===== src/rtl/sd_block_arbiter.sv =====
// Round-robin arbiter sharing one host SD block port between NUM_REQ sector clients.
// Define SD_ARB_FIXED_PRIORITY_EN for fixed priority (lowest pending index always wins).
module sd_block_arbiter #(
  parameter int NUM_REQ        = 3,
  parameter int LBA_W          = 32,
  parameter int TIMEOUT_CYCLES = 0
) (
  input  logic                     clk,
  input  logic                     reset_n,
  input  logic [NUM_REQ-1:0]       req_rd,
  input  logic [NUM_REQ-1:0]       req_wr,
  input  logic [NUM_REQ*LBA_W-1:0] req_lba,
  input  logic [NUM_REQ*8-1:0]     req_buff_din,
  output logic [NUM_REQ-1:0]       req_ack,
  output logic [LBA_W-1:0]         host_lba,
  output logic                     host_rd,
  output logic                     host_wr,
  input  logic                     host_ack,
  output logic [7:0]               host_buff_din,
  output logic [NUM_REQ-1:0]       grant,
  output logic                     busy,
  output logic                     timeout
);

  localparam int IDX_W = (NUM_REQ > 1) ? $clog2(NUM_REQ) : 1;
  localparam int CNT_W = (TIMEOUT_CYCLES > 0) ? $clog2(TIMEOUT_CYCLES + 1) : 1;

  typedef enum logic [1:0] {S_IDLE, S_ISSUE, S_XFER, S_RELEASE} state_t;

  state_t               state_q, state_d;
  logic [NUM_REQ-1:0]   grant_q, grant_d;
  logic [IDX_W-1:0]     idx_q, idx_d;
  logic [IDX_W-1:0]     last_q, last_d;
  logic [LBA_W-1:0]     lba_q, lba_d;
  logic                 rd_q, rd_d;
  logic                 wr_q, wr_d;
  logic                 timeout_q, timeout_d;
  logic [CNT_W-1:0]     cnt_q, cnt_d;
  logic                 ack_q, ack_d;

  logic [NUM_REQ-1:0]   pending;
  logic                 pick_vld;
  logic [IDX_W-1:0]     pick_idx;
  logic                 ack_rise;
  logic                 ack_fall;

  function automatic logic [CNT_W-1:0] sat_inc(input logic [CNT_W-1:0] v);
    return (&v) ? v : v + CNT_W'(1);
  endfunction

  // Search starts just after the last served client so a re-requesting client waits its turn.
  always_comb begin
    int j;
    j        = 0;
    pending  = req_rd | req_wr;
    pick_vld = 1'b0;
    pick_idx = '0;
    for (int k = 0; k < NUM_REQ; k++) begin
`ifdef SD_ARB_FIXED_PRIORITY_EN
      j = k;
`else
      j = int'(last_q) + 1 + k;
      if (j >= NUM_REQ) j = j - NUM_REQ;
`endif
      if (!pick_vld && pending[j]) begin
        pick_vld = 1'b1;
        pick_idx = IDX_W'(j);
      end
    end
  end

  assign ack_rise = host_ack & ~ack_q;
  assign ack_fall = ~host_ack & ack_q;

  always_comb begin
    state_d   = state_q;
    grant_d   = grant_q;
    idx_d     = idx_q;
    last_d    = last_q;
    lba_d     = lba_q;
    rd_d      = rd_q;
    wr_d      = wr_q;
    cnt_d     = cnt_q;
    timeout_d = 1'b0;
    ack_d     = host_ack;
    case (state_q)
      S_IDLE: begin
        if (pick_vld) begin
          state_d           = S_ISSUE;
          idx_d             = pick_idx;
          grant_d           = '0;
          grant_d[pick_idx] = 1'b1;
          lba_d             = req_lba[int'(pick_idx)*LBA_W +: LBA_W];
          rd_d              = req_rd[pick_idx];
          wr_d              = ~req_rd[pick_idx] & req_wr[pick_idx];
          cnt_d             = '0;
        end
      end
      S_ISSUE: begin
        if (ack_rise) begin
          rd_d    = 1'b0;
          wr_d    = 1'b0;
          state_d = S_XFER;
        end else if (TIMEOUT_CYCLES > 0) begin
          cnt_d = sat_inc(cnt_q);
          // Abort without acking the client; it simply competes again later.
          if (cnt_d == CNT_W'(TIMEOUT_CYCLES)) begin
            rd_d      = 1'b0;
            wr_d      = 1'b0;
            timeout_d = 1'b1;
            grant_d   = '0;
            last_d    = idx_q;
            state_d   = S_RELEASE;
          end
        end
      end
      S_XFER: begin
        if (ack_fall) begin
          grant_d = '0;
          last_d  = idx_q;
          state_d = S_RELEASE;
        end
      end
      default: state_d = S_IDLE;
    endcase
  end

  always_ff @(posedge clk or negedge reset_n) begin
    if (!reset_n) begin
      state_q   <= S_IDLE;
      grant_q   <= '0;
      idx_q     <= '0;
      last_q    <= IDX_W'(NUM_REQ - 1);
      lba_q     <= '0;
      rd_q      <= 1'b0;
      wr_q      <= 1'b0;
      cnt_q     <= '0;
      timeout_q <= 1'b0;
      ack_q     <= 1'b0;
    end else begin
      state_q   <= state_d;
      grant_q   <= grant_d;
      idx_q     <= idx_d;
      last_q    <= last_d;
      lba_q     <= lba_d;
      rd_q      <= rd_d;
      wr_q      <= wr_d;
      cnt_q     <= cnt_d;
      timeout_q <= timeout_d;
      ack_q     <= ack_d;
    end
  end

  always_comb begin
    host_buff_din = '0;
    for (int i = 0; i < NUM_REQ; i++) begin
      if (grant_q[i]) host_buff_din = req_buff_din[i*8 +: 8];
    end
  end

  assign req_ack  = grant_q & {NUM_REQ{host_ack}};
  assign host_lba = lba_q;
  assign host_rd  = rd_q;
  assign host_wr  = wr_q;
  assign grant    = grant_q;
  assign busy     = (state_q != S_IDLE);
  assign timeout  = timeout_q;

endmodule


===== config.mk =====
export PLATFORM = sky130hd
export DESIGN_NAME = sd_block_arbiter
export DESIGN_NICKNAME = d
export VERILOG_FILES = /design/src/rtl/sd_block_arbiter.sv
export SDC_FILE = /design/constraint.sdc
export NUM_CORES = 1
export LEC_CHECK = 0
export BUFFER_PORTS_ARGS = -buffer_cell sky130_fd_sc_hd__buf_2
export CORE_MARGIN = 4
export CORE_UTILIZATION = 47
export CTS_BUF_LIST = sky130_fd_sc_hd__clkbuf_8 sky130_fd_sc_hd__clkbuf_16
export CTS_CLUSTER_SIZE = 20
export DETAILED_ROUTE_END_ITERATION = 10
export PLACE_DENSITY = 0.86
export SYNTH_ARGS = -nofsm -noshare
export SYNTH_HDL_FRONTEND = slang
export SYNTH_SLANG_ARGS = --single-unit

===== constraint.sdc =====
create_clock -name clk -period 7 [get_ports clk]
set_input_delay 1.4 -clock clk [delete_from_list [all_inputs] [get_ports clk]]
set_output_delay 1.4 -clock clk [all_outputs]
set_load 0.01 [all_outputs]

==> metrics <==
status=finished clean; Cell Rows=28; CTS clk-pin slew, worst paths=0.08 ns; Least-Margin Pin Slew=1.29 ns; HP Class=flop to flop; crit end category=flop; post-synthesis async set-or-reset flop share=100%; H-tree depth=2; Synth Cell Area=2960 um^2; Filler Cell Count=545; Area Overhead vs Synth=32.9%; Yosys cell types=47; uppermost layer routed=met4; clk_skew=0.00580 ns; Lkg Pwr=1.96 nW; vias in the first global route=3172; pin count of the biggest net entering global routing=71; setup violators final=0; global route overflow=0; 1st-pass router iterations=5; sequential area share after synthesis=a little under two fifths; hold_ws=0.476 ns; via/cell ratio=5.64; die area=7640 um^2; Final Hold Fails=0; core footprint=between 6000 and 7000 um^2; Nets=643; Synth Warn #=0; crit share post-route=61.7%; Post-synth EDFFs=0; Tot Pwr=2.08 mW; Req. time, crit path=7.13 ns; CP startpoint kind=primary input; Synth Area per Inst=8.42 um^2; CTS root buf=clkbuf_8; gr usage total=23.6%; Slew Limit Headroom=about 14%; TNS Setup=0 ns; routed wire length=9.18 mm; later-pin clock latency in the skew report=0.29 ns; chip height=87.4 um; Post-Syn Instances=352; unrepaired setup endpoints after global routing=no; Power Density=529 nW/um^2; Worst Path Arrival=4.44 ns; DP Wirelength=6.85 mm; routed vias=3288; layout cells sized above 1=38.2%; Top Ports=179; cts bufs inserted=5; IO Port Bufs=177; WL met3=984 um; first-pass GRT wire length=14.6 mm; Initial Util=around half; Final Util=65.4%; gpl congestion=0.961; Synth area leaders=dfrtp_1 (36%), a211oi_1 (8.4%), o31ai_1 (8.1%), a21boi_0 (7.9%), nand2_1 (6.1%); clock sink count=44; leading cell type in the layout, fill and taps excluded=buf_2; Final Max Slew Viols=0; prevailing post-synth register cell=dfrtp_1; DRC errors left=0; Resize count post-CTS=0; metal2 WL=4.44 mm; CTS tree=done; initial DRC count=279; initial antenna violation count=0; clk buf depth=2; final instance area=about 3900 um^2; postcts setup bufs=0; number of synthesized register bits=44; most frequent cells in the layout=buf_2 (177), nand2_1 (48), dfrtp_1 (43); Post-Route M1 WL=3.67 mm; net count of the mapped netlist=488; Wirelength per Cell=about 16 um; top-area cell type share of the netlist area=a little over a third; fmax=0.232 GHz; area post-placement=3810 um^2; ant diodes=0; CP Max Fanout=34; Max rail drop VDD=0.341 mV; critical path class=primary input to flop; die width=87.4 um; max_cap viols=0; # hold bufs at CTS=0; final antenna-violating net count=0; crit path time final=4.32 ns; dominant cell type by area after synthesis=dfrtp_1
[power breakdown]
group          total (mW)  internal [mW]  switching [mW]
sequential          0.462          0.384          0.0778
clock               0.212          0.126          0.0860
combinational        1.41          0.520           0.889
[final cells by class]
| class | instances | area (um^2) | area share (%) |
|---|---|---|---|
| inverter | 10 | 37.5 | 0.953 |
| clock buffer | 7 | 96.3 | 2.45 |
| tap | 75 | 93.8 | 2.38 |
| clock inverter | 1 | 30.0 | 0.762 |
| sequential | 44 | 1100 | 28.0 |
| multi-input combinational | 267 | 1680 | 42.6 |
| timing repair buffer | 179 | 901 | 22.9 |
[worst max-delay path: stages]
cell      delay [ns]
buf_2           0.12
nor2_1          0.42
o32a_1          0.26
nand3_1         0.79
and2_1          0.88
a211oi_1        0.44
o31ai_1         0.12
[per-layer routing]
metal | track usage (%) | up-vias
li1 | - | 1599
met1 | 29.5 | 1512
met2 | 41.2 | 169
met3 | 6.05 | 8
met4 | 4.88 | 0
met5 | 0 | -
[final timing paths]
kind	end	depth (start not counted)	slack, ns	from
hold / removal	host_lba[28]	2	0.48	host_lba[28]
setup / recovery	host_lba[1]	7	2.68	req_rd[2]
max in group asynchronous	host_lba[21]	1	5.10	reset_n
hold reg to reg	host_lba[28]	2	0.48	host_lba[28]
min in group asynchronous	state_q[0]	1	1.26	reset_n
setup reg to reg	host_lba[1]	8	2.93	last_q[0]
[flip-flops by register name, indices dropped and copies added (netlist names)]
signal    cells
grant         3
state_q       2
host_wr       1
idx_q         2
host_lba     32
ack_q         1
host_rd       1
last_q        2
[cell usage after synthesis (2+ instances only)]
cell type   n
and2_1      6
a211o_1     2
o211ai_1    2
a21boi_0   31
a21oi_1     3
a22o_1      2
inv_1      10
ha_1        7
nor2_1     39
o21ai_0    13
nor3_1      3
dfrtp_1    43
nand2_1    48
nand3_1     3
mux2_2      3
buf_4       5
o21ai_1     3
a211oi_1   33
clkbuf_1   20
a22oi_1     8
or2_1       3
o32a_1      2
buf_2       3
nand4b_1    2
o2bb2ai_1   3
or3_1       2
o31ai_1    32
buf_1       2
[per-stage QoR]
stage	std cells	setup WS, ns
after floorplan	352	3.77
after global placement	575	2.49
after detailed placement	575	2.39
after CTS	583	2.75
after global routing	583	2.43
final	583	2.68
[logic make-up after synthesis]
kind of cell	count (synthesis)	share of synthesized area, %
AO/OA/AOI/OAI	140	34.8
adder cells (fa/ha/maj)	7	2.96
buffers and inverters	41	6.21
flip-flops	44	37.2
multiplexers	4	1.52
other	1	0.127
AND/OR/NAND/NOR	115	17.2
Power figures use the tool's default switching activity.
